**config.mk**
```make
export PLATFORM = sky130hd
export DESIGN_NAME = countdown_scan_2digit
export DESIGN_NICKNAME = d
export VERILOG_FILES = /design/src/rtl/countdown_scan_2digit.sv
export SDC_FILE = /design/constraint.sdc
export NUM_CORES = 1
export LEC_CHECK = 0
export ABC_CLOCK_PERIOD_IN_PS = 3100
export BUFFER_PORTS_ARGS = -buffer_cell sky130_fd_sc_hd__buf_2
export CORE_UTILIZATION = 65
export CTS_CLUSTER_SIZE = 30
export DETAILED_ROUTE_END_ITERATION = 8
export PLACE_DENSITY = 0.84
export SLEW_MARGIN = 20
export SYNTH_ARGS = -nofsm -noshare
export SYNTH_HDL_FRONTEND = slang
export SYNTH_SLANG_ARGS = --single-unit
```
**constraint.sdc**
```tcl
create_clock -name clk -period 3.1 [get_ports clk]
set_input_delay 0.465 -clock clk [delete_from_list [all_inputs] [get_ports clk]]
set_output_delay 0.465 -clock clk [all_outputs]
set_load 0.1 [all_outputs]
```
**src/rtl/countdown_scan_2digit.sv**
```systemverilog
// countdown_scan_2digit: 2-digit BCD countdown with run/hold FSM and multiplexed digit-scan outputs
module countdown_scan_2digit #(
  parameter int TICK_DIV = 50000000,
  parameter int SCAN_DIV = 50000
) (
  input  logic       clk,
  input  logic       rst,
  input  logic       load,
  input  logic [6:0] load_val,
  input  logic       run,
  input  logic       disp_en,
  output logic [3:0] bin,
  output logic       blank,
  output logic [1:0] an,
  output logic       busy,
  output logic       done
);
  localparam int PW = $clog2(TICK_DIV);
  localparam int SW = $clog2(SCAN_DIV);
  typedef enum logic [1:0] {IDLE, RUN, HOLD} state_t;
  state_t state, nstate;
  logic [3:0] tens, ones, n_tens, n_ones;
  logic [PW-1:0] pre, n_pre;
  logic [SW-1:0] scnt;
  logic [6:0] sat;
  logic sel, n_done, tick, swrap;
  always_comb begin
    sat = load_val > 7'd99 ? 7'd99 : load_val;
    tick = state == RUN && run && pre == PW'(TICK_DIV - 1);
    nstate = state;
    n_tens = tens;
    n_ones = ones;
    n_pre = pre;
    n_done = 1'b0;
    if (load) begin
      n_tens = 4'(sat / 7'd10);
      n_ones = 4'(sat % 7'd10);
      n_pre = '0;
      nstate = sat == 7'd0 ? IDLE : run ? RUN : HOLD;
    end else if (state != IDLE) begin
      nstate = run ? RUN : HOLD;
      if (state == RUN && run) n_pre = tick ? '0 : pre + 1'b1;
      if (tick) begin
        n_ones = ones != 4'd0 ? ones - 1'b1 : 4'd9;
        n_tens = ones != 4'd0 ? tens : tens - 1'b1;
        if (tens == 4'd0 && ones == 4'd1) begin
          nstate = IDLE;
          n_done = 1'b1;
        end
      end
    end
  end
  always_ff @(posedge clk or posedge rst) begin
    if (rst) begin
      state <= IDLE;
      tens <= 4'd0;
      ones <= 4'd0;
      pre <= '0;
      done <= 1'b0;
    end else begin
      state <= nstate;
      tens <= n_tens;
      ones <= n_ones;
      pre <= n_pre;
      done <= n_done;
    end
  end
  assign busy = state != IDLE;
  assign swrap = scnt == SW'(SCAN_DIV - 1);
  always_ff @(posedge clk or posedge rst) begin
    if (rst) begin
      scnt <= '0;
      sel <= 1'b0;
      an <= 2'b11;
      bin <= 4'd0;
      blank <= 1'b1;
    end else begin
      scnt <= swrap ? '0 : scnt + 1'b1;
      sel <= swrap ? ~sel : sel;
      an <= sel ? 2'b01 : 2'b10;
      bin <= sel ? tens : ones;
      blank <= !disp_en || (sel && tens == 4'd0);
    end
  end
endmodule

```
Yosys cells after proc, flatten, opt, wreduce, memory -nomap -nowiden

Index checks and enable logic that the tools add are counted.

Add/subtract/negate cells: 4
Divide/modulo/power cells: 2
Magnitude comparators: 1
Eq/ne operators: 5
Mux-type cells: 26
Bitwise logic cells: 1
Reduce and logical (&&, ||, !) cells: 16

Operators with widths:

| kind                  | number |
|---|---|
| $mux 26               | 4 |
| $mux 4                | 9 |
| $add 26x1->26 const B | 1 |
| $eq 26x26->1 const B  | 1 |
| $add 16x1->16 const B | 1 |
| $eq 16x16->1 const B  | 1 |
| $mux 16               | 1 |
| $mux 2                | 7 |
| $reduce_bool 2->1     | 4 |
| $sub 4x1->4 const B   | 2 |
| $div 7x4->7 const B   | 1 |
| $gt 7x7->1 const B    | 1 |
| $logic_not 7->1       | 1 |
| $mod 7x4->7 const B   | 1 |
| $mux 7                | 1 |
| $eq 4x1->1 const B    | 1 |
| $logic_and 1x1->1     | 4 |
| $logic_not 4->1       | 1 |
| $mux 1                | 4 |
| $reduce_and 2->1      | 2 |
| $reduce_bool 4->1     | 1 |
| $reduce_and 3->1      | 1 |
| $eq 2x1->1 const B    | 1 |
| $ne 2x2->1 const B    | 1 |
| 3 further kinds       | 3 |

Register bits: 61
Input port bits: 12
Output and inout bits: 9
Logic and storage cells: 65

Logic depth before layout (Yosys ltp)

Word-level depth: 7
Gate-level depth with buffers: 15
Depth with buffers taken out: 14

Least setup slack after synthesis

Ideal clock, no wire load.

Kind: input to register
From: input port load_val[6]
To: register ones[2]
Setup time: 0.126 ns
Arrival: 3.218 ns
Required time: 2.974 ns
Path slack: -0.244 ns
Stages on the path: 15
Path buffers: 1
Path through: buf_2 -> nand2_1 -> and2_1 -> ha_1 -> or4b_1 -> a2bb2oi_1 -> nand3_4 -> nand2_1 -> a31o_2 -> ha_1 -> inv_1 -> o31a_1 -> a211oi_4 -> nor3b_1 -> o32a_1

Word-level cells in the longest chain between the ends: 4

Ends and longest elaborated chain:

| element                | line | source |
|---|---|---|
| start: declaration     | 9    | `input logic [6:0] load_val,` |
| $gt 7x7->1             | 28   | `sat = load_val > 7'd99 ? 7'd99 : load_val;` |
| $mux 7 (*)             | 28   |  |
| $mod 7x4->7 (*)        | 37   | `n_ones = 4'(sat % 7'd10);` |
| $mux 4 (*)             | 35   | `if (load) begin` |
| end signal: assignment | 63   | `ones <= n_ones;` |
| end: declaration       | 22   | `logic [3:0] tens, ones, n_tens, n_ones;` |

Every way passes the cells marked *; elsewhere a longest branch is shown, timed or not.
A chain may end at the register's enable or synchronous reset.

Worst setup path after layout

Ends and elaborated chain as after synthesis.

==> flow_summary_export.csv <==
group,metric,value,unit
status,status,"finished clean",
finish,area.sequential,1530,µm²
logic_synthesis,synth_ff_type,"dfrtp_1",
routing,drt_iter0_markers,143,
floorplan,core,5110,µm²
worst_hold_path,hp-class,"in -> async",
cts,clock_latency,0.34,ns
routing,via_count,2758,
finish,drive_above_1_share,17.6,%
routing,via_per_inst,5.82,
floorplan,die_w,75.0,µm
power_and_ir_drop,power_density,475,nW/µm²
sta,fmax,345,MHz
logic_synthesis,ys_ff_latch,61,
logic_synthesis,synth_fp_nets,388,
worst_setup_path,r2r_cells,8,
cts,cts_tree,"yes",
worst_setup_path,worstSetupPathType,"in -> reg",
sta,tns,0,ns
sta,post-route-min-period,2.90,ns
global_routing,grt_max_degree,33,
worst_setup_path,critical_path.startpoint,"load_val[6]",
sta,min_period_over_period,93.6,%
logic_synthesis,synth_cell_types,65,
routing,drtPass1Iterations,4,
worst_setup_path,worst_setup_path_end_kind,"flip-flop",
floorplan,die_area,5620,µm²
cts,clock_sinks,61,
power_and_ir_drop,p_leak,1.64,nW
cts,clock_path_buffers,2,
global_routing,antenna_found_initial,0,
global_routing,grt_usage,27.0,%
sta,finalClockSkew,0.0105,ns
routing,ant_nets,0,
cts,htreeDepth,3,
sta,finalHoldViolCount,0,
placed_design,dp_hpwl,4910,µm
sta,rsz0062_at_grt,"false",
logic_synthesis,yosysTopAreaCell,"dfrtp_1",
global_routing,grt-ovfl-total,0,
finish,finish.net_count,417,
worst_setup_path,r2r_start,"pre[0]$_DFFE_PP0P_",
cts,cts-hold-fix-buffers,0,
floorplan,die_y,75.0,µm
power_and_ir_drop,peakVddDrop,329,µV
logic_synthesis,yosysWarnings,0,
logic_synthesis,synthArstFlopShare,100,%
cts,cts_made_buffers,9,
floorplan,rows,26,
worst_setup_path,cp.required,3.32,ns
global_routing,grt_pass1_wl,11400,µm
logic_synthesis,syn_area,3460,µm²
floorplan,initial_core_util,67.8,%
sta,setup_viol,0,
cts,post_cts_buffers,0,
logic_synthesis,synthCells,370,
finish,fillers,398,
worst_setup_path,worst_ep_arrival_time,3.12,ns
logic_synthesis,synth_edf_count,0,
sta,maxSlewViolCount,0,
logic_synthesis,synth_top_area_share,41.9,%
worst_setup_path,path_max_fanout,5,
routing,drc_errors,0,
cts,cts_resized,0,
logic_synthesis,seq_area_frac_synth,44.2,%
power_and_ir_drop,totalPowerFinal,1.84,mW
cts,clkTransAtPathRegs,0.07,ns
finish,n_antenna_cell,0,
routing,wire_per_inst,14.7,µm
global_routing,grt_pass1_vias,2599,
cts,root_buffer,"clkbuf_8",
routing,drt-total-wl,6960,µm
job,drv_cap,0,
finish,areaGrowthSynthToFinish,11.9,%
finish,multi_input_area,1840,µm²
placed_design,place_congestion,0.855,
sta,tightest_slew,0.656,ns
logic_synthesis,synth.area.top_cells,"dfrtp_1, nor2_1, xor2_1",
floorplan,io_pins,21,
worst_setup_path,startpoint_type,"primary input",
placed_design,port_buffers,20,
logic_synthesis,postSynthAreaPerCell,9.35,µm²
sta,relSlewSlack,56.2,%
==> critical path, stage by stage <==
cell,delay [ns]
buf_2,0.12
nand2_2,0.07
a21boi_0,0.20
ha_2,0.32
and2_0,0.15
o21ai_1,0.17
o2111ai_1,0.18
nand2_1,0.10
a31o_2,0.18
ha_4,0.15
inv_2,0.05
o31a_1,0.26
a211oi_4,0.24
a211oi_1,0.14
o32a_1,0.31
==> kinds of logic (layout without fill, tap and decap cells) <==
group / Yosys count / count (layout) / share of synthesized area [%]
AO/OA/AOI/OAI: 49 / 49 / 9.91
XOR/XNOR: 38 / 38 / 9.62
adder cells (fa/ha/maj): 6 / 6 / 2.17
buffers and inverters: 24 / 58 / 3.25
flip-flops: 61 / 61 / 44.2
multiplexers: 5 / 5 / 1.59
AND/OR/NAND/NOR: 187 / 187 / 29.2
==> path summary, 6_finish.rpt <==
| path | end | slack, ns |
|---|---|---|
| min in group clk | blank$_DFF_PP1_ | 0.24 |
| max in group asynchronous | pre[13]$_DFFE_PP0P_ | 2.17 |
| min reg2reg | scnt[0]$_DFF_PP0_ | 0.47 |
| max reg2reg | tens[3]$_DFFE_PP0P_ | 0.69 |
| max | ones[2]$_DFFE_PP0P_ | 0.20 |
| min | pre[24]$_DFFE_PP0P_ | 0.21 |
==> cell type report <==
type | count | share of cell area, %
clock buffers | 14 | 3.94
clock inverters | 2 | 0.905
inverters | 11 | 1.07
multi-input cells | 285 | 47.6
flip-flops and latches | 61 | 39.5
well taps | 70 | 2.26
repair buffers | 31 | 4.72
==> placed cells by master (no fill, tap or decap), types with 4 or more instances in the layout <==
cell / synthesis / final
nand3_1: 15 / 15
xnor2_1: 17 / 17
or4_1: 5 / 5
inv_1: 11 / 9
nor3b_1: 4 / 4
nand2_1: 38 / 37
ha_1: 6 / 4
buf_2: 6 / 20
nor2_1: 55 / 55
dfrtp_1: 58 / 58
buf_4: 2 / 11
nor4_1: 4 / 4
o21ai_0: 10 / 9
clkbuf_8: 0 / 10
mux2_2: 4 / 4
xor2_1: 21 / 21
or3_1: 8 / 8
and3_1: 9 / 9
nand4_1: 7 / 7
clkbuf_1: 4 / 4
nor2b_1: 5 / 5
a21oi_1: 14 / 14
nor3_1: 8 / 8
==> Yosys cell counts (6+ instances only) <==
| cell type | n |
|---|---|
| a21oi_1 | 14 |
| and3_1 | 9 |
| buf_2 | 6 |
| dfrtp_1 | 58 |
| ha_1 | 6 |
| inv_1 | 11 |
| nand2_1 | 38 |
| nand3_1 | 15 |
| nand4_1 | 7 |
| nor2_1 | 55 |
| nor3_1 | 8 |
| o21ai_0 | 10 |
| or3_1 | 8 |
| xnor2_1 | 17 |
| xor2_1 | 21 |
==> registers in the layout, indices dropped and copies added, names as in the netlist <==
name	cells
an	2
bin	4
blank	1
done	1
ones	4
pre	26
scnt	16
sel	1
state	2
tens	4
==> through the flow <==
| stage | utilization, % | hold WS, ns | setup slack [ns] | instances | instance area [µm²] |
|---|---|---|---|---|---|
| floorplan | - | 0.425 | 0.0145 | 370 | 3490 |
| global placement | 72.1 | 0.446 | 0.0500 | 458 | 3680 |
| detailed placement | 72.1 | 0.465 | -0.109 | 458 | 3680 |
| CTS | 75.8 | 0.237 | 0.211 | 474 | 3870 |
| global route | 75.8 | 0.269 | 0.0891 | 474 | 3870 |
| finish | 75.8 | 0.212 | 0.199 | 474 | 3870 |
==> report_power, final <==
part	internal, mW	switching (mW)
Combinational	0.0990	0.195
Clock	0.393	0.295
Sequential	0.823	0.0327
==> metal layers <==
layer | wire length, µm | track usage [%] | vias to the layer above
met1 | 3190 | 35.4 | 1335
li1 | - | - | 1351
met5 | 0 | 0 | -
met4 | 150 | 10.7 | 0
met2 | 3390 | 42.8 | 58
met3 | 242 | 7.23 | 14
Note: power is estimated with default switching activity, not from simulation.
